## src/rtl/vdc_vram_arbiter_if.sv

```systemverilog
// VRAM arbiter bundle: display fetch inputs, CPU and DMA request ports, VRAM bus.
// The arbiter uses the slave modport; the environment driving it uses master.
interface vdc_vram_arbiter_if #(
  parameter int unsigned AW = 16,
  parameter int unsigned DW = 16
);
  logic [2:0]    char_cycle;
  logic          bg_active;
  logic [AW-1:0] bg_addr;

  logic          cpu_req;
  logic          cpu_we;
  logic [AW-1:0] cpu_addr;
  logic [DW-1:0] cpu_wdata;
  logic          cpu_ack;
  logic [DW-1:0] cpu_rdata;

  logic          dma_req;
  logic          dma_we;
  logic [AW-1:0] dma_addr;
  logic [DW-1:0] dma_wdata;
  logic          dma_ack;
  logic [DW-1:0] dma_rdata;

  logic [AW-1:0] MA;
  logic [DW-1:0] MD_out;
  logic [DW-1:0] MD_in;
  logic          vram_re;
  logic          vram_we;
  logic          busy_n;

  modport slave (
    input  char_cycle, bg_active, bg_addr,
    input  cpu_req, cpu_we, cpu_addr, cpu_wdata,
    output cpu_ack, cpu_rdata,
    input  dma_req, dma_we, dma_addr, dma_wdata,
    output dma_ack, dma_rdata,
    output MA, MD_out, vram_re, vram_we, busy_n,
    input  MD_in
  );

  modport master (
    output char_cycle, bg_active, bg_addr,
    output cpu_req, cpu_we, cpu_addr, cpu_wdata,
    input  cpu_ack, cpu_rdata,
    output dma_req, dma_we, dma_addr, dma_wdata,
    input  dma_ack, dma_rdata,
    input  MA, MD_out, vram_re, vram_we, busy_n,
    output MD_in
  );
endinterface

```

## src/rtl/vdc_vram_arbiter.sv

```systemverilog
// Slot-based VRAM arbiter: display fetch owns fixed slots of the character cycle,
// CPU (priority) and DMA share the rest, one transaction outstanding at a time.
module vdc_vram_arbiter #(
  parameter int unsigned AW = 16,
  parameter int unsigned DW = 16
) (
  input logic               clock,
  input logic               reset_N,
  vdc_vram_arbiter_if.slave bus_io
);

  typedef enum logic [1:0] {StIdle, StPend, StRdWait} state_e;
  typedef enum logic {OwnCpu, OwnDma} owner_e;

  state_e        state_q, state_d;
  owner_e        owner_q, owner_d;
  logic [AW-1:0] addr_q, addr_d;
  logic [DW-1:0] wdata_q, wdata_d;
  logic          we_q, we_d;
  logic          cpu_ack_q, cpu_ack_d;
  logic          dma_ack_q, dma_ack_d;
  logic [DW-1:0] cpu_rdata_q, cpu_rdata_d;
  logic [DW-1:0] dma_rdata_q, dma_rdata_d;

  logic          bg_slot;
  logic [AW-1:0] ma;
  logic [DW-1:0] md_out;
  logic          vram_re;
  logic          vram_we;

  assign bg_slot = bus_io.bg_active &&
                   (bus_io.char_cycle == 3'd1 || bus_io.char_cycle == 3'd5 ||
                    bus_io.char_cycle == 3'd7);

  always_comb begin
    state_d     = state_q;
    owner_d     = owner_q;
    addr_d      = addr_q;
    wdata_d     = wdata_q;
    we_d        = we_q;
    cpu_ack_d   = 1'b0;
    dma_ack_d   = 1'b0;
    cpu_rdata_d = cpu_rdata_q;
    dma_rdata_d = dma_rdata_q;
    ma          = '0;
    md_out      = '0;
    vram_re     = 1'b0;
    vram_we     = 1'b0;

    unique case (state_q)
      StIdle: begin
        // A port's req is still high during its own ack cycle; ignore it there.
        if (bus_io.cpu_req && !cpu_ack_q) begin
          owner_d = OwnCpu;
          addr_d  = bus_io.cpu_addr;
          wdata_d = bus_io.cpu_wdata;
          we_d    = bus_io.cpu_we;
          state_d = StPend;
        end else if (bus_io.dma_req && !dma_ack_q) begin
          owner_d = OwnDma;
          addr_d  = bus_io.dma_addr;
          wdata_d = bus_io.dma_wdata;
          we_d    = bus_io.dma_we;
          state_d = StPend;
        end
      end
      StPend: begin
        if (!bg_slot) begin
          ma = addr_q;
          if (we_q) begin
            vram_we = 1'b1;
            md_out  = wdata_q;
            state_d = StIdle;
            if (owner_q == OwnCpu) cpu_ack_d = 1'b1;
            else                   dma_ack_d = 1'b1;
          end else begin
            vram_re = 1'b1;
            state_d = StRdWait;
          end
        end
      end
      StRdWait: begin
        // Read data returns one cycle after issue regardless of who owns this slot.
        state_d = StIdle;
        if (owner_q == OwnCpu) begin
          cpu_rdata_d = bus_io.MD_in;
          cpu_ack_d   = 1'b1;
        end else begin
          dma_rdata_d = bus_io.MD_in;
          dma_ack_d   = 1'b1;
        end
      end
      default: state_d = StIdle;
    endcase

    if (bg_slot) begin
      ma      = bus_io.bg_addr;
      md_out  = '0;
      vram_re = 1'b1;
      vram_we = 1'b0;
    end
  end

  always_ff @(posedge clock or negedge reset_N) begin
    if (!reset_N) begin
      state_q     <= StIdle;
      owner_q     <= OwnCpu;
      addr_q      <= '0;
      wdata_q     <= '0;
      we_q        <= 1'b0;
      cpu_ack_q   <= 1'b0;
      dma_ack_q   <= 1'b0;
      cpu_rdata_q <= '0;
      dma_rdata_q <= '0;
    end else begin
      state_q     <= state_d;
      owner_q     <= owner_d;
      addr_q      <= addr_d;
      wdata_q     <= wdata_d;
      we_q        <= we_d;
      cpu_ack_q   <= cpu_ack_d;
      dma_ack_q   <= dma_ack_d;
      cpu_rdata_q <= cpu_rdata_d;
      dma_rdata_q <= dma_rdata_d;
    end
  end

  assign bus_io.MA        = ma;
  assign bus_io.MD_out    = md_out;
  assign bus_io.vram_re   = vram_re;
  assign bus_io.vram_we   = vram_we;
  assign bus_io.cpu_ack   = cpu_ack_q;
  assign bus_io.dma_ack   = dma_ack_q;
  assign bus_io.cpu_rdata = cpu_rdata_q;
  assign bus_io.dma_rdata = dma_rdata_q;
  assign bus_io.busy_n    = !((state_q != StIdle) || cpu_ack_q || dma_ack_q);

endmodule
```

## src/flat_wrapper.sv

```systemverilog
// flat-port wrapper written by rule: the top's interface ports become plain ports
module vdc_vram_arbiter_flat 
#(
  parameter int unsigned AW = 16,
  parameter int unsigned DW = 16
)
  (clock, reset_N, bus_io_char_cycle, bus_io_bg_active, bus_io_bg_addr, bus_io_cpu_req, bus_io_cpu_we, bus_io_cpu_addr, bus_io_cpu_wdata, bus_io_cpu_ack, bus_io_cpu_rdata, bus_io_dma_req, bus_io_dma_we, bus_io_dma_addr, bus_io_dma_wdata, bus_io_dma_ack, bus_io_dma_rdata, bus_io_MA, bus_io_MD_out, bus_io_vram_re, bus_io_vram_we, bus_io_busy_n, bus_io_MD_in);
  vdc_vram_arbiter_if #(.AW(AW), .DW(DW)) bus_io_i ();
  input logic clock;
  input logic reset_N;
  input wire logic [$bits(bus_io_i.char_cycle)-1:0] bus_io_char_cycle;
  input wire logic [$bits(bus_io_i.bg_active)-1:0] bus_io_bg_active;
  input wire logic [$bits(bus_io_i.bg_addr)-1:0] bus_io_bg_addr;
  input wire logic [$bits(bus_io_i.cpu_req)-1:0] bus_io_cpu_req;
  input wire logic [$bits(bus_io_i.cpu_we)-1:0] bus_io_cpu_we;
  input wire logic [$bits(bus_io_i.cpu_addr)-1:0] bus_io_cpu_addr;
  input wire logic [$bits(bus_io_i.cpu_wdata)-1:0] bus_io_cpu_wdata;
  output wire logic [$bits(bus_io_i.cpu_ack)-1:0] bus_io_cpu_ack;
  output wire logic [$bits(bus_io_i.cpu_rdata)-1:0] bus_io_cpu_rdata;
  input wire logic [$bits(bus_io_i.dma_req)-1:0] bus_io_dma_req;
  input wire logic [$bits(bus_io_i.dma_we)-1:0] bus_io_dma_we;
  input wire logic [$bits(bus_io_i.dma_addr)-1:0] bus_io_dma_addr;
  input wire logic [$bits(bus_io_i.dma_wdata)-1:0] bus_io_dma_wdata;
  output wire logic [$bits(bus_io_i.dma_ack)-1:0] bus_io_dma_ack;
  output wire logic [$bits(bus_io_i.dma_rdata)-1:0] bus_io_dma_rdata;
  output wire logic [$bits(bus_io_i.MA)-1:0] bus_io_MA;
  output wire logic [$bits(bus_io_i.MD_out)-1:0] bus_io_MD_out;
  output wire logic [$bits(bus_io_i.vram_re)-1:0] bus_io_vram_re;
  output wire logic [$bits(bus_io_i.vram_we)-1:0] bus_io_vram_we;
  output wire logic [$bits(bus_io_i.busy_n)-1:0] bus_io_busy_n;
  input wire logic [$bits(bus_io_i.MD_in)-1:0] bus_io_MD_in;
  assign bus_io_i.char_cycle = bus_io_char_cycle;
  assign bus_io_i.bg_active = bus_io_bg_active;
  assign bus_io_i.bg_addr = bus_io_bg_addr;
  assign bus_io_i.cpu_req = bus_io_cpu_req;
  assign bus_io_i.cpu_we = bus_io_cpu_we;
  assign bus_io_i.cpu_addr = bus_io_cpu_addr;
  assign bus_io_i.cpu_wdata = bus_io_cpu_wdata;
  assign bus_io_cpu_ack = bus_io_i.cpu_ack;
  assign bus_io_cpu_rdata = bus_io_i.cpu_rdata;
  assign bus_io_i.dma_req = bus_io_dma_req;
  assign bus_io_i.dma_we = bus_io_dma_we;
  assign bus_io_i.dma_addr = bus_io_dma_addr;
  assign bus_io_i.dma_wdata = bus_io_dma_wdata;
  assign bus_io_dma_ack = bus_io_i.dma_ack;
  assign bus_io_dma_rdata = bus_io_i.dma_rdata;
  assign bus_io_MA = bus_io_i.MA;
  assign bus_io_MD_out = bus_io_i.MD_out;
  assign bus_io_vram_re = bus_io_i.vram_re;
  assign bus_io_vram_we = bus_io_i.vram_we;
  assign bus_io_busy_n = bus_io_i.busy_n;
  assign bus_io_i.MD_in = bus_io_MD_in;
  vdc_vram_arbiter #(.AW(AW), .DW(DW)) u_core (.clock(clock), .reset_N(reset_N), .bus_io(bus_io_i));
endmodule
```

## config.mk

```make
export PLATFORM = sky130hd
export DESIGN_NAME = vdc_vram_arbiter_flat
export DESIGN_NICKNAME = d
export VERILOG_FILES = /design/src/rtl/vdc_vram_arbiter_if.sv /design/src/rtl/vdc_vram_arbiter.sv /design/src/flat_wrapper.sv
export SDC_FILE = /design/constraint.sdc
export NUM_CORES = 1
export LEC_CHECK = 0
export ABC_AREA = 1
export CAP_MARGIN = 10
export CORE_MARGIN = 1
export CORE_UTILIZATION = 35
export CTS_CLUSTER_DIAMETER = 100
export DETAILED_ROUTE_END_ITERATION = 10
export HOLD_SLACK_MARGIN = 0.05
export PLACE_DENSITY_LB_ADDON = 0.2
export SETUP_SLACK_MARGIN = 0.2
export SLEW_MARGIN = 20
export SYNTH_ARGS = -nofsm -noshare
export SYNTH_HDL_FRONTEND = slang
export SYNTH_SLANG_ARGS = --single-unit
```

## constraint.sdc

```tcl
create_clock -name clock -period 1.3 [get_ports clock]
set_input_delay 0.13 -clock clock [delete_from_list [all_inputs] [get_ports clock]]
set_output_delay 0.13 -clock clock [all_outputs]
set_load 0.005 [all_outputs]
```

# Yosys cells after proc, flatten, opt, wreduce, memory -nomap -nowiden
# Index checks and enable logic that the tools add are counted.
# op_classes
n_eq_ne,7
mux,32
bitwise_logic,1
reduce_logical,17
# op_table
op,n
$mux 16,9
$mux 1,16
$mux 2,4
$reduce_and 2->1,4
$eq 3x3->1 const B,2
$logic_or 1x1->1,4
$pmux 1 s2,2
$pmux 2 s2,1
$reduce_bool 2->1,2
$eq 3x1->1 const B,1
$logic_and 1x1->1,3
$logic_not 1->1,3
$ne 3x1->1 const B,1
$eq 2x1->1 const B,1
$eq 2x2->1 const B,1
$logic_not 2->1,1
$ne 2x2->1 const B,1
$not 1->1,1
# totals
ff_bits,70
input_bits,106
out_inout_bits,69
word_cells,66

# Logic depth before layout (Yosys ltp)
# Gate-level depths: netlist of run 1.
# depth
word_depth,6
ltp_mapped,8
ltp_nobuf,6

# Worst setup path before layout of run 1
# Ideal clock, no wire load.
# synth_timing
kind,register to output
startpoint,register u_core.state_q[1]
endpoint,output port bus_io_MD_out[10]
arrival_ns,1.198
t_required_ns,1.170
slack_ns,-0.028
path_stages_with_launch,9
path_cell_list,dfrtp_1 > inv_1 > ha_1 > buf_4 > nand2_1 > inv_1 > nand2_2 > buf_4 > nor2_1
# synth_between
elab_chain_cells,3
# synth_rtl
item,line,rtl
from (decl),vdc_vram_arbiter.sv:15,"state_e state_q, state_d;"
from (signal assigned),vdc_vram_arbiter.sv:106,state_q <= StIdle;
from (signal assigned),vdc_vram_arbiter.sv:116,state_q <= state_d;
$eq 2x1->1,vdc_vram_arbiter.sv:50,unique case (state_q)
$mux 16,vdc_vram_arbiter.sv:50,
$mux 16,vdc_vram_arbiter.sv:96,if (bg_slot) begin
to (decl),flat_wrapper.sv:27,output wire logic [$bits(bus_io_i.MD_out)-1:0] bus_io_MD_out;
# No other way between the ends.

# Final worst setup path of run 1
# layout_timing
startpoint,register u_core.state_q[1]
endpoint,output port bus_io_MD_out[3]
# The elaborated chain is that of the path after synthesis.

==> impl_metrics.yaml, run 1 <==
sta:
  fin_skew_ns: 0.0114
  slew_headroom_pct: 77.9
  fin_crit_ns: 1.79
  final.setup.worst_slack_ns: -0.485
  timing.final.crit_share_pct: 137
  worst_pin_slew_ns: 0.330
  slew_violations: 0
  max_freq_ghz: 0.560
  rsz0062_at_grt: "true"
  hold_viol_final: 0
  setup_viol: 105
worst_setup_path:
  crit_path_start_kind: "flop"
  arrival_ns: 1.66
  critPathRequiredTime_ns: 1.17
  crit_family: "buffers and inverters"
  crit_type: "reg -> out"
  worstPathCellList: "inv_2, ha_4, nand2_4, inv_6, buf_6, buf_6, nand2_8, nor2_2, buf_2"
  path_max_fanout: 5
  critical_path_buf_inv_count: 5
  cp_common_cell: "buf_6"
  cpMaxStageDelayCell: "dfrtp_1"
  cpPeakStageDelay_ns: 0.41
  crit_path_end_kind: "primary output"
pwr:
  pwr-share-clk_pct: 15.3
  leakage_uw: 0.00366
  switching_share_pct: 39.6
  p_seq_share_pct: 26.1
  p_int_uw: 9400
  p_switching_uw: 6160
  ir_drop_mv: 1.02
  combPwrFrac_pct: 58.6
  cellPowerDensity_nw_per_um2: 2110
  power_uw: 15600
logic_synthesis:
  seq_area_frac_synth_pct: 47.5
  synth_top_cell_by_area: "dfrtp_1"
  syn_avg_cell_area_um2: 7.30
  yosysWarnings: 0
  ys_ff_latch: 70
  synth_area_um2: 3690
  synth_area_leaders: "dfrtp_1, nand2_1, nand3_1"
  synth_fp_nets: 614
  synth_top_area_share_pct: 47.5
  synthCells: 505
  synthDistinctLibCells: 16
floorplanning:
  die-height_um: 105
  die-area_um2: 11000
  initial_core_util_pct: 35.9
  die_x_um: 105
  num_io_pins: 175
  rows: 37
  core_area_um2: 10300
clock_tree:
  root_buffer: "clkbuf_8"
  cts_buffer_depth: 2
  cts_tree: "built"
  clk_pin_slew_worst_paths_ns: 0.09
  cts_sinks: 70
  cts_buffers: 9
  clk_latency_ns: 0.35
  cts_htree_levels: 3
drt:
  drcViolationCount: 0
  firstDrtPassIters: 4
  routed_wirelength_mm: 14.5
  postRouteAntennaNets: 0
  vias: 4338
  vias_per_cell: 4.90
  routedWlPerCell_um: 16.3
  drt_iter0_drc: 223
placed_design:
  dp_hpwl_mm: 7.85
  port_buffers: 174
  placed_area_um2: 5740
  pre_cts_ws_ns: -0.597
  globalplace.congestion: 0.752
  place_inst: 810
cells_and_area:
  fin_cells: 886
  final_area_um2: 7360
  final_nets: 854
  post-route-util_pct: 71.6
  final_cell_mix: "nand2_1, clkdlybuf4s50_1, dfrtp_1"
  fillers: 770
  n_antenna_cell: 0
  syn_to_final_growth_pct: 99.6
  final_common_cell: "nand2_1"
  layout-drive-gt1-share_pct: 42.0
run_status:
  outcome: "complete, but fails checks"
  violations: "negative setup slack"
hold_path:
  holdCritPathClass: "in -> async"
grt:
  grt_max_degree: 34
  grt-ovfl-total: 0
  grt_pass1_wl_mm: 21.7
  antenna_found_initial: 0
  grt_pass1_vias: 4193
  grt.total_usage_pct: 25.2
flow_run:
  maxCapViolCount: 0
==> metal layers <==
| layer | global-route usage (%) | wire length, um |
|---|---|---|
| met1 | 32.3 | 5890 |
| met2 | 42.1 | 7210 |
| met3 | 6.55 | 1140 |
| met4 | 6.94 | 232 |
| met5 | 0 | 0 |
==> flip-flops by register name, indices dropped and copies added, names as in the netlist <==
register                 cells
u_core.wdata_q              16
u_core.bus_io.cpu_rdata     16
u_core.bus_io.cpu_ack        1
u_core.we_q                  1
u_core.bus_io.dma_ack        1
u_core.addr_q               16
u_core.state_q               2
u_core.owner_q               1
u_core.bus_io.dma_rdata     16
==> cell type report <==
type	count	area, um^2	area share (%)
Timing Repair Buffer	253	2550	34.7
Clock buffer	9	124	1.68
Tap cell	136	170	2.31
Multi-Input combinational cell	367	2440	33.1
Inverter	44	178	2.41
Clock inverter	7	146	1.99
Sequential cell	70	1750	23.8
==> kinds of logic (layout without fill, tap and decap cells) <==
logic type,after synthesis,count (layout),share of synthesized area (%)
AND/OR/NAND/NOR,322,329,36.9
buffers and inverters,75,313,9.80
flip-flops,70,70,47.5
AO/OA/AOI/OAI,35,35,4.75
adder cells (fa/ha/maj),3,3,1.02
==> what timing repair did <==
action,4_1_cts,5_1_grt
gates cloned,13,5
gates resized for setup,344,146
setup endpoints to repair,139,133
buffers inserted,23,18
hold buffers,1,0
endpoints found under the hold margin,70,0
pin swaps,39,51
==> Yosys cell counts <==
| master | n |
|---|---|
| a21oi_1 | 2 |
| buf_2 | 13 |
| buf_4 | 9 |
| buf_6 | 4 |
| clkbuf_1 | 5 |
| dfrtp_1 | 70 |
| ha_1 | 3 |
| inv_1 | 42 |
| inv_2 | 2 |
| nand2_1 | 212 |
| nand2_2 | 2 |
| nand2_4 | 1 |
| nand2_8 | 2 |
| nand3_1 | 87 |
| nor2_1 | 18 |
| o21ai_0 | 33 |
==> path summary, 6_finish.rpt <==
path,from,to,slack [ns],cells past startpoint
hold reg to reg,u_core.wdata_q[0],u_core.wdata_q[0],0.48,2
max in group asynchronous,reset_N,u_core.wdata_q[6],0.59,3
min in group clock,bus_io_MD_in[13],u_core.bus_io.dma_rdata[13],0.34,3
setup / recovery,u_core.state_q[1],bus_io_MD_out[3],-0.49,9
setup reg to reg,u_core.state_q[1],u_core.wdata_q[15],-0.40,11
hold / removal,reset_N,u_core.bus_io.cpu_rdata[2],0.24,2
==> stage by stage <==
stage | setup TNS [ns] | hold slack [ns]
6_report | -35.99 | 0.240
5_1_grt | -40.75 | 0.254
4_1_cts | -21.58 | 0.215
3_5_place_dp | -34.13 | 0.0552
3_3_place_gp | -29.76 | 0.0510
2_1_floorplan | 0 | -0.166
==> power groups by stage <==
stage               Clock [uW]  Combinational (uW)  Sequential [uW]
global route              2530                9760             4160
CTS                       2390                7500             3880
floorplan                    0                2730             3790
finish                    2390                9120             4060
detailed placement           0                5420             3840
global placement             0                5330             3800
Note: power is estimated with default switching activity, not from simulation.
==> run 2, diff against run 1 <==
Settings changed: CORE_UTILIZATION 35 to 37.
==> run 2 against run 1 <==
The run still ends with negative setup slack left. Clock skew rose by 0.0027 ns. Final cell count down 0.45%. Routed wire length decreased by 3.0%. Critical path depth shrank 2. Clock-buffer cell count did not move. Largest power group unchanged.
==> impl_metrics.yaml, run 2 (synthesis gave the netlist of run 1 again) <==
cells_and_area:
  final_cell_mix: "nand2_1, clkdlybuf4s50_1, dfrtp_1"
  final_nets: 853
  syn_to_final_growth_pct: 93.4
  post-route-util_pct: 73.3
  n_antenna_cell: 0
  final_area_um2: 7130
  final_common_cell: "nand2_1"
  fillers: 730
  layout-drive-gt1-share_pct: 41.1
floorplanning:
  die_x_um: 102
  num_io_pins: 175
  die-height_um: 102
  core_area_um2: 9730
  die-area_um2: 10400
  rows: 36
  initial_core_util_pct: 37.9
drt:
  vias: 4282
  postRouteAntennaNets: 0
  drt_iter0_drc: 196
  firstDrtPassIters: 4
  routed_wirelength_mm: 14.0
  routedWlPerCell_um: 15.9
  drcViolationCount: 0
  vias_per_cell: 4.85
sta:
  worst_pin_slew_ns: 0.403
  timing.final.crit_share_pct: 133
  slew_headroom_pct: 73.2
  fin_skew_ns: 0.0141
  hold_viol_final: 0
  max_freq_ghz: 0.578
  setup_viol: 105
  rsz0062_at_grt: "true"
  fin_crit_ns: 1.73
  final.setup.worst_slack_ns: -0.429
  slew_violations: 0
placed_design:
  placed_area_um2: 5720
  dp_hpwl_mm: 7.87
  globalplace.congestion: 0.771
  port_buffers: 174
  pre_cts_ws_ns: -0.640
grt:
  grt.total_usage_pct: 26.4
  antenna_found_initial: 0
  grt-ovfl-total: 0
  grt_pass1_vias: 4140
  grt_max_degree: 71
  grt_pass1_wl_mm: 20.8
run_status:
  outcome: "complete, but fails checks"
  violations: "negative setup slack"
pwr:
  leakage_uw: 0.00358
  ir_drop_mv: 1.19
  cellPowerDensity_nw_per_um2: 2090
  power_uw: 14900
worst_setup_path:
  worstPathCellList: "ha_4, buf_6, buf_12, buf_16, nand3_4, nand2_2, buf_2"
  path_max_fanout: 8
  crit_path_start_kind: "flop"
  r2r_end: "u_core.bus_io.cpu_rdata[9]"
  arrival_ns: 1.60
  reg2reg_from: "u_core.state_q[0]"
  crit_type: "reg -> out"
  critPathRequiredTime_ns: 1.17
  reg2reg_slack_ns: -0.35
  r2r_cells: 11
  cpMaxStageDelayCell: "dfrtp_1"
  crit_path_end_kind: "primary output"
  cpPeakStageDelay_ns: 0.43
clock_tree:
  cts_buffer_depth: 2
  clk_pin_slew_worst_paths_ns: 0.08
  cts_sinks: 70
  cts_tree: "built"
  root_buffer: "clkbuf_8"
  cts_htree_levels: 3
  clk_latency_ns: 0.36
  cts_buffers: 9
hold_path:
  holdCritPathClass: "in -> async"
flow_run:
  maxCapViolCount: 0
==> run 2: worst max-delay path by stage <==
| stage | start | end | slack, ns | cells past startpoint |
|---|---|---|---|---|
| finish | u_core.state_q[0] | bus_io_MA[5] | -0.43 | 7 |
| global route | u_core.state_q[0] | bus_io_MA[1] | -0.48 | 7 |
| CTS | u_core.state_q[1] | bus_io_MA[0] | -0.43 | 7 |
| detailed placement | bus_io_char_cycle[1] | bus_io_MD_out[0] | -0.64 | 6 |
| global placement | bus_io_char_cycle[1] | bus_io_MD_out[0] | -0.59 | 6 |
| floorplan | u_core.state_q[1] | bus_io_MD_out[10] | 0.03 | 8 |
==> run 2: layer usage <==
metal	global-route usage [%]	part of all wire (%)
met1	31.8	40
met2	46.7	52
met3	6.84	7.7
met4	7.25	0.86
met5	0	0
==> run 2: cell type report <==
type	instances	area [um^2]	area share [%]
Multi-Input combinational cell	365	2330	32.7
Timing Repair Buffer	254	2430	34.1
Inverter	44	175	2.46
Clock inverter	7	146	2.05
Sequential cell	70	1750	24.6
Clock buffer	9	124	1.74
Tap cell	133	166	2.33
==> run 2: power breakdown <==
part / total, uW / internal (uW) / leakage [uW] / switching [uW]
clock: 2380 / 1480 / 0.000134 / 899
sequential: 4020 / 3230 / 0.000864 / 791
combinational: 8520 / 4350 / 0.00258 / 4170
total: 14900 / 9060 / 0.00358 / 5860
==> run 2: repair_timing <==
| action | in CTS | in global routing |
|---|---|---|
| hold buffers | 1 | 0 |
| pin swaps | 18 | 15 |
| endpoints found under the hold margin | 70 | 0 |
| resized for setup | 334 | 141 |
| endpoints found under the setup margin | 139 | 133 |
| buffers inserted | 28 | 15 |
| gates cloned | 12 | 2 |
==> run 2: per-stage QoR <==
stage               hold slack, ns  TNS, ns  std cells
floorplan                   -0.166        0        505
global placement             0.169   -28.81        808
detailed placement           0.171   -31.32        808
CTS                          0.325   -24.27        865
global route                 0.338   -34.54        882
finish                       0.313   -29.46        882
==> run 2: worst max-delay path, delay by kind of cell (launching register included) <==
| kind | cells | cell delay, ns |
|---|---|---|
| flops | 1 | 0.43 |
| fa+ha+maj | 1 | 0.19 |
| buf+inv | 4 | 0.50 |
| simple gates | 2 | 0.12 |
==> run 3, diff against run 2 <==
Settings changed: SETUP_SLACK_MARGIN 0.2 to not set.
==> run 3 against run 2 <==
The run still ends with negative setup slack left. Clock power shrank 7%. Global-route usage grew 1.8 points. Fmax grew 0.91%. Final cell count shrank 1.6%. Clock skew shrank 0.0022 ns. Via count shrank 1.1%. Setup slack gained 0.016 ns. Die area is the same. Worst hold slack lost 0.0026 ns. Non-clock buffer count shrank 15.
==> impl_metrics.yaml, run 3 (synthesis gave the netlist of run 1 again) <==
worst_setup_path:
  crit_path_start_kind: "flop"
  worstPathCellList: "inv_2, ha_4, nand2_4, inv_6, nand2_8, buf_8, nor2_4, buf_2"
  critPathRequiredTime_ns: 1.17
  crit_type: "reg -> out"
  reg2reg_slack_ns: -0.33
  crit_path_end_kind: "primary output"
  path_max_fanout: 6
  arrival_ns: 1.58
  cpPeakStageDelay_ns: 0.39
  cpMaxStageDelayCell: "dfrtp_1"
cells_and_area:
  fillers: 736
  final_cell_mix: "nand2_1, clkdlybuf4s50_1, dfrtp_1"
  n_antenna_cell: 0
  final_nets: 839
  syn_to_final_growth_pct: 90.6
  final_common_cell: "nand2_1"
  layout-drive-gt1-share_pct: 31.4
sta:
  worst_pin_slew_ns: 0.389
  slew_violations: 0
  fin_tns_setup_ns: -28.89
  setup_viol: 105
  slew_headroom_pct: 74.1
  final.setup.worst_slack_ns: -0.413
  hold_viol_final: 0
  fin_skew_ns: 0.0119
  timing.final.crit_share_pct: 132
  rsz0062_at_grt: "true"
  holdWs_ns: 0.311
  max_freq_ghz: 0.584
  fin_crit_ns: 1.71
floorplanning:
  core_area_um2: 9730
  rows: 36
  die-height_um: 102
  die-area_um2: 10400
  die_x_um: 102
  initial_core_util_pct: 37.9
  num_io_pins: 175
grt:
  grt.total_usage_pct: 28.2
  grt_pass1_wl_mm: 22.0
  grt-ovfl-total: 0
  antenna_found_initial: 0
  grt_max_degree: 71
  grt_pass1_vias: 4308
flow_run:
  maxCapViolCount: 0
drt:
  firstDrtPassIters: 4
  vias: 4236
  routed_wirelength_mm: 14.2
  drcViolationCount: 0
  vias_per_cell: 4.88
  drt_iter0_drc: 203
  postRouteAntennaNets: 0
  routedWlPerCell_um: 16.4
placed_design:
  globalplace.congestion: 0.773
  pre_cts_ws_ns: -0.555
  port_buffers: 174
  dp_hpwl_mm: 8.05
clock_tree:
  cts_tree: "built"
  clk_pin_slew_worst_paths_ns: 0.08
  cts_buffer_depth: 2
  cts_buffers: 9
  cts_sinks: 70
  root_buffer: "clkbuf_8"
  clk_latency_ns: 0.36
  cts_htree_levels: 3
pwr:
  ir_drop_mv: 1.00
  cellPowerDensity_nw_per_um2: 2060
  leakage_uw: 0.00354
  power_uw: 14400
run_status:
  violations: "negative setup slack"
  outcome: "complete, but fails checks"
hold_path:
  holdCritPathClass: "in -> async"
-- run 3: cell types whose count changed in the layout (fill, tap and decap cells not counted), sizes merged --
cell	change
dlygate4sd2	+34
clkdlybuf4s15	-2
clkinv	-2
inv	+1
bufinv	-1
buf	-15
clkbuf	-32
clkinvlp	+2
nand2	+1
-- run 3: layout make-up --
class,count,area [um^2],share of cell area (%)
Tap cell,133,166,2.37
Timing Repair Buffer,239,2480,35.3
Inverter,44,180,2.56
Sequential cell,70,1750,24.9
Multi-Input combinational cell,366,2200,31.3
Clock inverter,7,123,1.74
Clock buffer,9,124,1.76
-- run 3: path summary, 6_finish.rpt --
kind / end / startpoint / cells past startpoint
min in group clock: u_core.bus_io.dma_rdata[14] / bus_io_MD_in[14] / 3
max in group asynchronous: u_core.bus_io.dma_rdata[10] / reset_N / 3
worst max register to register: u_core.bus_io.cpu_rdata[12] / u_core.state_q[0] / 10
worst max-delay path: bus_io_MD_out[2] / u_core.state_q[1] / 8
worst min register to register: u_core.bus_io.cpu_rdata[5] / u_core.bus_io.cpu_rdata[5] / 2
worst min-delay path: u_core.addr_q[13] / reset_N / 3
-- run 3: per-stage QoR --
stage          utilization (%)  std cells  instance area, um^2
2_1_floorplan                -        505                 3700
3_3_place_gp              58.5        808                 5700
3_5_place_dp              58.5        808                 5700
4_1_cts                   70.9        864                 6900
5_1_grt                   72.2        868                 7030
6_report                  72.2        868                 7030
-- run 3: repair_timing --
| item | in CTS | in global routing |
|---|---|---|
| hold buffers | 1 | 0 |
| pin swaps | 28 | 20 |
| gates resized for setup | 319 | 53 |
| endpoints found under the hold margin | 70 | 0 |
| setup endpoints to repair | 137 | 105 |
| buffers inserted | 22 | 7 |
| cloned | 17 | 0 |
-- run 3: worst max-delay path, delay by kind of cell (launching register included) --
family / cells / cell delay [ns]
DFF: 1 / 0.39
and+or+nand+nor: 3 / 0.22
buffers and inverters: 4 / 0.45
adders and majority gates: 1 / 0.16
-- run 3: power by group --
group          switching (uW)  internal, uW
sequential                789          3230
clock                     941          1280
combinational            4010          4200
total                    5730          8710
-- run 3: metal layers --
metal	wire length, um	track usage (%)	share of wire (%)	up-vias
met5	0	0	0	-
met4	268	12.1	1.9	0
met3	1310	7.52	9.2	21
met2	7030	47.8	49	167
met1	5630	33.8	40	1998
li1	-	-	-	2050
==> RTL edit 1, RTL diff (settings of run 2) <==
Take the reset off `addr_q`, `wdata_q`, `cpu_rdata_q` and `dma_rdata_q` and load them in a clocked block of their own.
--- a/src/rtl/vdc_vram_arbiter.sv
+++ b/src/rtl/vdc_vram_arbiter.sv
@@ -105,24 +105,23 @@
     if (!reset_N) begin
       state_q     <= StIdle;
       owner_q     <= OwnCpu;
-      addr_q      <= '0;
-      wdata_q     <= '0;
       we_q        <= 1'b0;
       cpu_ack_q   <= 1'b0;
       dma_ack_q   <= 1'b0;
-      cpu_rdata_q <= '0;
-      dma_rdata_q <= '0;
     end else begin
       state_q     <= state_d;
       owner_q     <= owner_d;
-      addr_q      <= addr_d;
-      wdata_q     <= wdata_d;
       we_q        <= we_d;
       cpu_ack_q   <= cpu_ack_d;
       dma_ack_q   <= dma_ack_d;
-      cpu_rdata_q <= cpu_rdata_d;
-      dma_rdata_q <= dma_rdata_d;
     end
+  end
+
+  always_ff @(posedge clock) begin
+    addr_q      <= addr_d;
+    wdata_q     <= wdata_d;
+    cpu_rdata_q <= cpu_rdata_d;
+    dma_rdata_q <= dma_rdata_d;
   end
 
   assign bus_io.MA        = ma;
Function: differs if reset_N is asserted again (counterexample within 4 cycles, from zero or initial values and one cycle with reset_N low); with reset_N held inactive, the same outputs for 4 cycles.
==> RTL edit 1 against run 2 <==
- the run still ends with negative setup slack left
- synthesized area down 13%
- clock skew shrank 6.6 ps
- wire length is 33% lower
- power decreased by 33%
- sequential share of layout area rose by 8.6 points
- sequential cell count stayed put
- setup slack barely moved
- cell area down 12%
- sequential power decreased by 14%
- critical endpoint is now bus_io_MA[8]
- largest power group unchanged
==> RTL edit 1: results (changes against run 2) <==
----------------------------------------------------
[Run status]
  Run status ... finished, violations left
  Violations in the final reports ... negative setup slack

[Timing]
  Final setup skew ... 7.49 ps (-6.61 ps)
  Final total negative setup slack ... -32850 ps (-3390 ps)
  Slew margin rel. ... 78.8% (+5.6 points)
  Count of final setup violators ... 105 (unchanged)
  Smallest setup slack after layout ... -429 ps (-0.141 ps)

[Placed design]
  Placed wire-length estimate after detailed placement ... 6050 microns (-23%)
  Post-place instance area ... 5260 sq um (-8.1%)
  Weighted congestion at the end of routability-driven global placement ... 0.777 (+0.84%)

[Clock network]
  H-Tree Level Count ... 3 (unchanged)
  Clock latency at the later pin of the worst-skew pair ... 340 ps (-20 ps)

[Global route]
  Vias in the first global route ... 2913 (-30%)
  Pin count of the biggest net entering global routing ... 24 (-66%)
  Total routing usage reported by global routing ... 20.5% (-5.8 points)
  Wire length of the first global-routing pass ... 13700 microns (-34%)

[Logic synthesis]
  Share of synthesized registers carrying an async set or reset ... 8.57% (-91 points)
  Portion of synthesized cell area occupied by the leading cell type ... 59.7% (+12 points)
  Distinct cell type count after synthesis ... 19 (+3)
  Leading post-synthesis cells by cell area ... sky130_fd_sc_hd__edfxtp_1, sky130_fd_sc_hd__nand2_1, sky130_fd_sc_hd__nand3_1
  Sequential share of the synthesized area ... 64.4% (+17 points)
  Post-synthesis compound-gate area fraction ... 0.466% (-4.3 points)
  Post-synth net total ... 424 (-31%)
  Number of enable-type register cells in the synthesized netlist ... 64 (+64)
  Most frequent cells after synthesis ... sky130_fd_sc_hd__nand2_1, sky130_fd_sc_hd__edfxtp_1, sky130_fd_sc_hd__nand3_1, sky130_fd_sc_hd__inv_1, sky130_fd_sc_hd__nor2_1
  Adder-cell share of the synthesized area ... 1.17% (+0.15 points)

[Final layout]
  Share of cells above drive strength 1 ... 40.5% (-0.61 points)
  Nets@finish ... 647 (-24%)

[Pwr]
  P_leak ... 2.71 nW (-24%)
  Max rail drop VDD ... 0.968 mV (-19%)

[Routing]
  Number of design-rule violations left by the first detailed-router iteration ... 81 (-59%)
  Drt wl/cell ... 14.5 microns (-8.8%)
  Vias per cell ... 4.68 (-3.7%)

[Setup path]
  Crit Reg-Reg Endpoint ... u_core.bus_io.cpu_rdata[15]
  Depth of the worst register-to-register path ... 8 (-3)
  Worst setup path end ... bus_io_MA[8]

[Hold path]
  Type of the most critical hold path ... in2reg

----------------------------------------------------
RTL edit 1: cell count changes in the layout (fill, tap and decap cells not counted), sizes merged, moves of 32 or more:
cell / run 2 / this run
o21ai: 33 / 1
dfrtp: 70 / 6
edfxtp: 0 / 64
nand2: 222 / 124
buf: 113 / 78
nand3: 87 / 52
RTL edit 1: timing repair:
action | in CTS | in global routing
endpoints found under the hold margin | 6 | 0
endpoints found under the setup margin | 171 | 149
setup buffers | 14 | 5
hold buffers | 1 | 0
resized for setup | 281 | 100
pin swaps | 38 | 41
cloned | 10 | 0
RTL edit 1: final cells by class:
type	count	area [sq um]
Timing Repair Buffer	220	2180
Fill cell	567	2050
Inverter	30	146
Tap cell	105	131
Clock inverter	7	88.8
Timing Repair inverter	6	77.6
Sequential cell	70	2070
Clock buffer	9	124
Multi-Input combinational cell	201	1430
RTL edit 1: metal layers:
metal | part of all wire (%) | global-route usage (%) | vias up
met3 | 7.4 | 4.07 | 17
met1 | 38 | 23.0 | 1389
met5 | 0 | 0 | -
li1 | - | - | 1476
met4 | 2.0 | 9.34 | 0
met2 | 53 | 37.3 | 149
RTL edit 1: worst min-delay path by stage:
| stage | to | startpoint | cells after the start |
|---|---|---|---|
| detailed placement | u_core.we_q | reset_N | 1 |
| global route | u_core.bus_io.dma_rdata[2] | bus_io_MD_in[2] | 1 |
| CTS | u_core.bus_io.dma_rdata[4] | bus_io_MD_in[4] | 1 |
| finish | u_core.bus_io.cpu_rdata[2] | bus_io_MD_in[2] | 1 |
| floorplan | u_core.bus_io.cpu_ack | reset_N | 0 |
| global placement | u_core.we_q | reset_N | 1 |
RTL edit 1: logic make-up (layout without fill, tap and decap cells):
kind of cell    after synthesis  after routing
simple gates                194            195
flops                        70             70
buf+inv                      45            272
fa+ha+maj                     3              3
compound gates                3              3
RTL edit 1: metrics by stage:
| stage | total power (W) | utilization [%] | hold WS (ps) | setup slack [ps] | cells |
|---|---|---|---|---|---|
| after floorplan | 0.00491 | - | -166 | 6.35 | 315 |
| after global placement | 0.00654 | 63.3 | 408 | -493 | 602 |
| after detailed placement | 0.00659 | 63.3 | 410 | -514 | 602 |
| after CTS | 0.00944 | 70.7 | 357 | -428 | 643 |
| after global routing | 0.0105 | 75.3 | 363 | -477 | 648 |
| final | 0.0100 | 75.3 | 373 | -429 | 648 |
RTL edit 1: power by group:
group	switching, W	internal (W)	total, W
logic	0.00232	0.00236	0.00468
clock network	0.000798	0.00107	0.00186
registers	0.000259	0.00320	0.00346
==> RTL edit 2, RTL diff (config.mk and constraints of run 2) <==
Without the edit above. `AW` is set to 16 in 3 places; all go to 17.
--- a/src/rtl/vdc_vram_arbiter_if.sv
+++ b/src/rtl/vdc_vram_arbiter_if.sv
@@ -1,7 +1,7 @@
 // VRAM arbiter bundle: display fetch inputs, CPU and DMA request ports, VRAM bus.
 // The arbiter uses the slave modport; the environment driving it uses master.
 interface vdc_vram_arbiter_if #(
-  parameter int unsigned AW = 16,
+  parameter int unsigned AW = 17,
   parameter int unsigned DW = 16
 );
   logic [2:0]    char_cycle;
--- a/src/rtl/vdc_vram_arbiter.sv
+++ b/src/rtl/vdc_vram_arbiter.sv
@@ -1,7 +1,7 @@
 // Slot-based VRAM arbiter: display fetch owns fixed slots of the character cycle,
 // CPU (priority) and DMA share the rest, one transaction outstanding at a time.
 module vdc_vram_arbiter #(
-  parameter int unsigned AW = 16,
+  parameter int unsigned AW = 17,
   parameter int unsigned DW = 16
 ) (
   input logic               clock,
--- a/src/flat_wrapper.sv
+++ b/src/flat_wrapper.sv
@@ -1,7 +1,7 @@
 // flat-port wrapper written by rule: the top's interface ports become plain ports
 module vdc_vram_arbiter_flat 
 #(
-  parameter int unsigned AW = 16,
+  parameter int unsigned AW = 17,
   parameter int unsigned DW = 16
 )
   (clock, reset_N, bus_io_char_cycle, bus_io_bg_active, bus_io_bg_addr, bus_io_cpu_req, bus_io_cpu_we, bus_io_cpu_addr, bus_io_cpu_wdata, bus_io_cpu_ack, bus_io_cpu_rdata, bus_io_dma_req, bus_io_dma_we, bus_io_dma_addr, bus_io_dma_wdata, bus_io_dma_ack, bus_io_dma_rdata, bus_io_MA, bus_io_MD_out, bus_io_vram_re, bus_io_vram_we, bus_io_busy_n, bus_io_MD_in);
Interface: changed (resized bus_io_MA, bus_io_bg_addr, bus_io_cpu_addr and bus_io_dma_addr); port bits go from 175 to 179. No check against the original RTL was run, so the function may have changed too.
==> RTL edit 2 against run 2 <==
- the flow still finishes with violations (negative setup slack)
- synthesized cell count up 2.2%
- largest power group unchanged
- synthesized area up 1.7%
- setup slack worse by 35 ps
- global-route usage up 1.9 points
- power down 4.7%
- wire length up 6.6%
- critical path depth up 2
- clock power down 29%
- cell area down 0.86%
- sequential cell count up 1
- die area up 1.6%
- largest cell class unchanged
==> RTL edit 2: results (changes against run 2) <==
----------------------------------------------------
[Run status]
  Run status ... finished, violations left
  Violations in the final reports ... negative setup slack

[Pwr]
  P_leak ... 3.59 nW (+0.34%)
  Max rail drop VDD ... 1.24 mV (+3.9%)

[Timing]
  Worst-margin pin slew ... 349 ps (-53.6 ps)
  Count of final setup violators ... 107 (+1.9%)
  Final total negative setup slack ... -35540 ps (-6080 ps)
  Smallest setup slack after layout ... -463 ps (-34.5 ps)

[Logic synthesis]
  Adder-cell share of the synthesized area ... 1.00% (-0.017 points)
  Most frequent cells after synthesis ... sky130_fd_sc_hd__nand2_1, sky130_fd_sc_hd__nand3_1, sky130_fd_sc_hd__dfrtp_1, sky130_fd_sc_hd__inv_1, sky130_fd_sc_hd__o21ai_0
  Post-synth net total ... 628 (+2.3%)
  Leading post-synthesis cells by cell area ... sky130_fd_sc_hd__dfrtp_1, sky130_fd_sc_hd__nand2_1, sky130_fd_sc_hd__nand3_1

[Setup path]
  Biggest fanout along the worst timing path ... 4 (-4)
  Critical Path AT ... 1630 ps (+30 ps)
  First element of the critical path ... u_core.state_q[1]
  Largest stage delay on the critical path ... 400 ps (-30 ps)

[Final layout]
  Nets@finish ... 869 (+1.9%)
  Share of cells above drive strength 1 ... 36.4% (-4.8 points)
  Antenna Diode Count ... 0 (unchanged)
  Fillcell total ... 766 (+4.9%)

[Placed design]
  Port Buf Inserts ... 178 (+2.3%)
  Weighted congestion at the end of routability-driven global placement ... 0.858 (+11%)
  Placed wire-length estimate after detailed placement ... 8400 microns (+6.7%)

[Routing]
  Final WL ... 15000 microns (+6.6%)
  Number of design-rule violations left by the first detailed-router iteration ... 162 (-17%)
  1st-pass router iterations ... 7 (+3)
  Vias per cell ... 4.97 (+2.4%)

[Global route]
  Total routing usage reported by global routing ... 28.3% (+1.9 points)
  Wire length of the first global-routing pass ... 22100 microns (+6.2%)
  Vias in the first global route ... 4358 (+5.3%)
  Pin count of the biggest net entering global routing ... 35 (-51%)

[Hold path]
  Type of the most critical hold path ... in2async

----------------------------------------------------
-- RTL edit 2: changes by cell type after synthesis, sizes merged --
cell / run 2 / this run
nand3: 87 / 90
buf: 26 / 27
dfrtp: 70 / 71
nand2: 217 / 223
inv: 44 / 43
clkinv: 0 / 1
-- RTL edit 2: stage by stage --
stage	power, W	instance area (sq um)	hold WS, ps	setup WS (ps)	cells
6_report	0.0142	7070	240	-463	895
3_5_place_dp	0.00946	5880	62.1	-619	827
5_1_grt	0.0151	7070	261	-533	895
3_3_place_gp	0.00931	5880	62.6	-563	827
4_1_cts	0.0135	6900	239	-455	885
2_1_floorplan	0.00662	3830	-166	109	516
-- RTL edit 2: cell type report --
class                           instances  area share (%)
Clock inverter                          7           0.867
Timing Repair Buffer                  255            35.6
Clock buffer                            9            1.75
Tap cell                              133            2.35
Multi-Input combinational cell        376            31.8
Inverter                               44            2.44
Sequential cell                        71            25.1
-- RTL edit 2: per-layer routing --
metal  routed length [microns]  global-route usage, %  vias up  share of wire [%]
met5                         0                      0        -                  0
met4                       323                   12.3        0                2.2
met3                      1210                   6.51       29                8.1
met2                      7570                   49.9      192                 51
met1                      5850                   32.7     2117                 39
li1                          -                      -     2113                  -
-- RTL edit 2: worst paths after layout --
kind / end / slack, ps / cells after the start
max in group asynchronous: u_core.bus_io.cpu_rdata[8] / 520 / 3
worst max register to register: u_core.wdata_q[0] / -400 / 10
min in group clock: u_core.bus_io.cpu_rdata[13] / 320 / 3
worst min-delay path: u_core.addr_q[3] / 240 / 2
worst max-delay path: bus_io_MD_out[0] / -460 / 9
worst min register to register: u_core.bus_io.cpu_rdata[10] / 490 / 2
-- RTL edit 2: kinds of logic (layout without fill, tap and decap cells) --
group / Yosys count / after routing
AOI/OAI and AO/OA: 35 / 35
DFF: 71 / 71
and+or+nand+nor: 331 / 338
buffers and inverters: 76 / 315
adders and majority gates: 3 / 3
-- RTL edit 2: power breakdown --
part	switching, W	leakage [nW]	internal (W)
Combinational	0.00422	2.63	0.00424
Clock	0.000973	0.0888	0.000729
Sequential	0.000785	0.877	0.00327
-- RTL edit 2: repair_timing --
item,4_1_cts,5_1_grt
resized for setup,370,80
pin swaps,26,19
hold buffers,1,0
endpoints found under the hold margin,57,0
buffers inserted,26,9
gates cloned,15,1
endpoints found under the setup margin,141,129
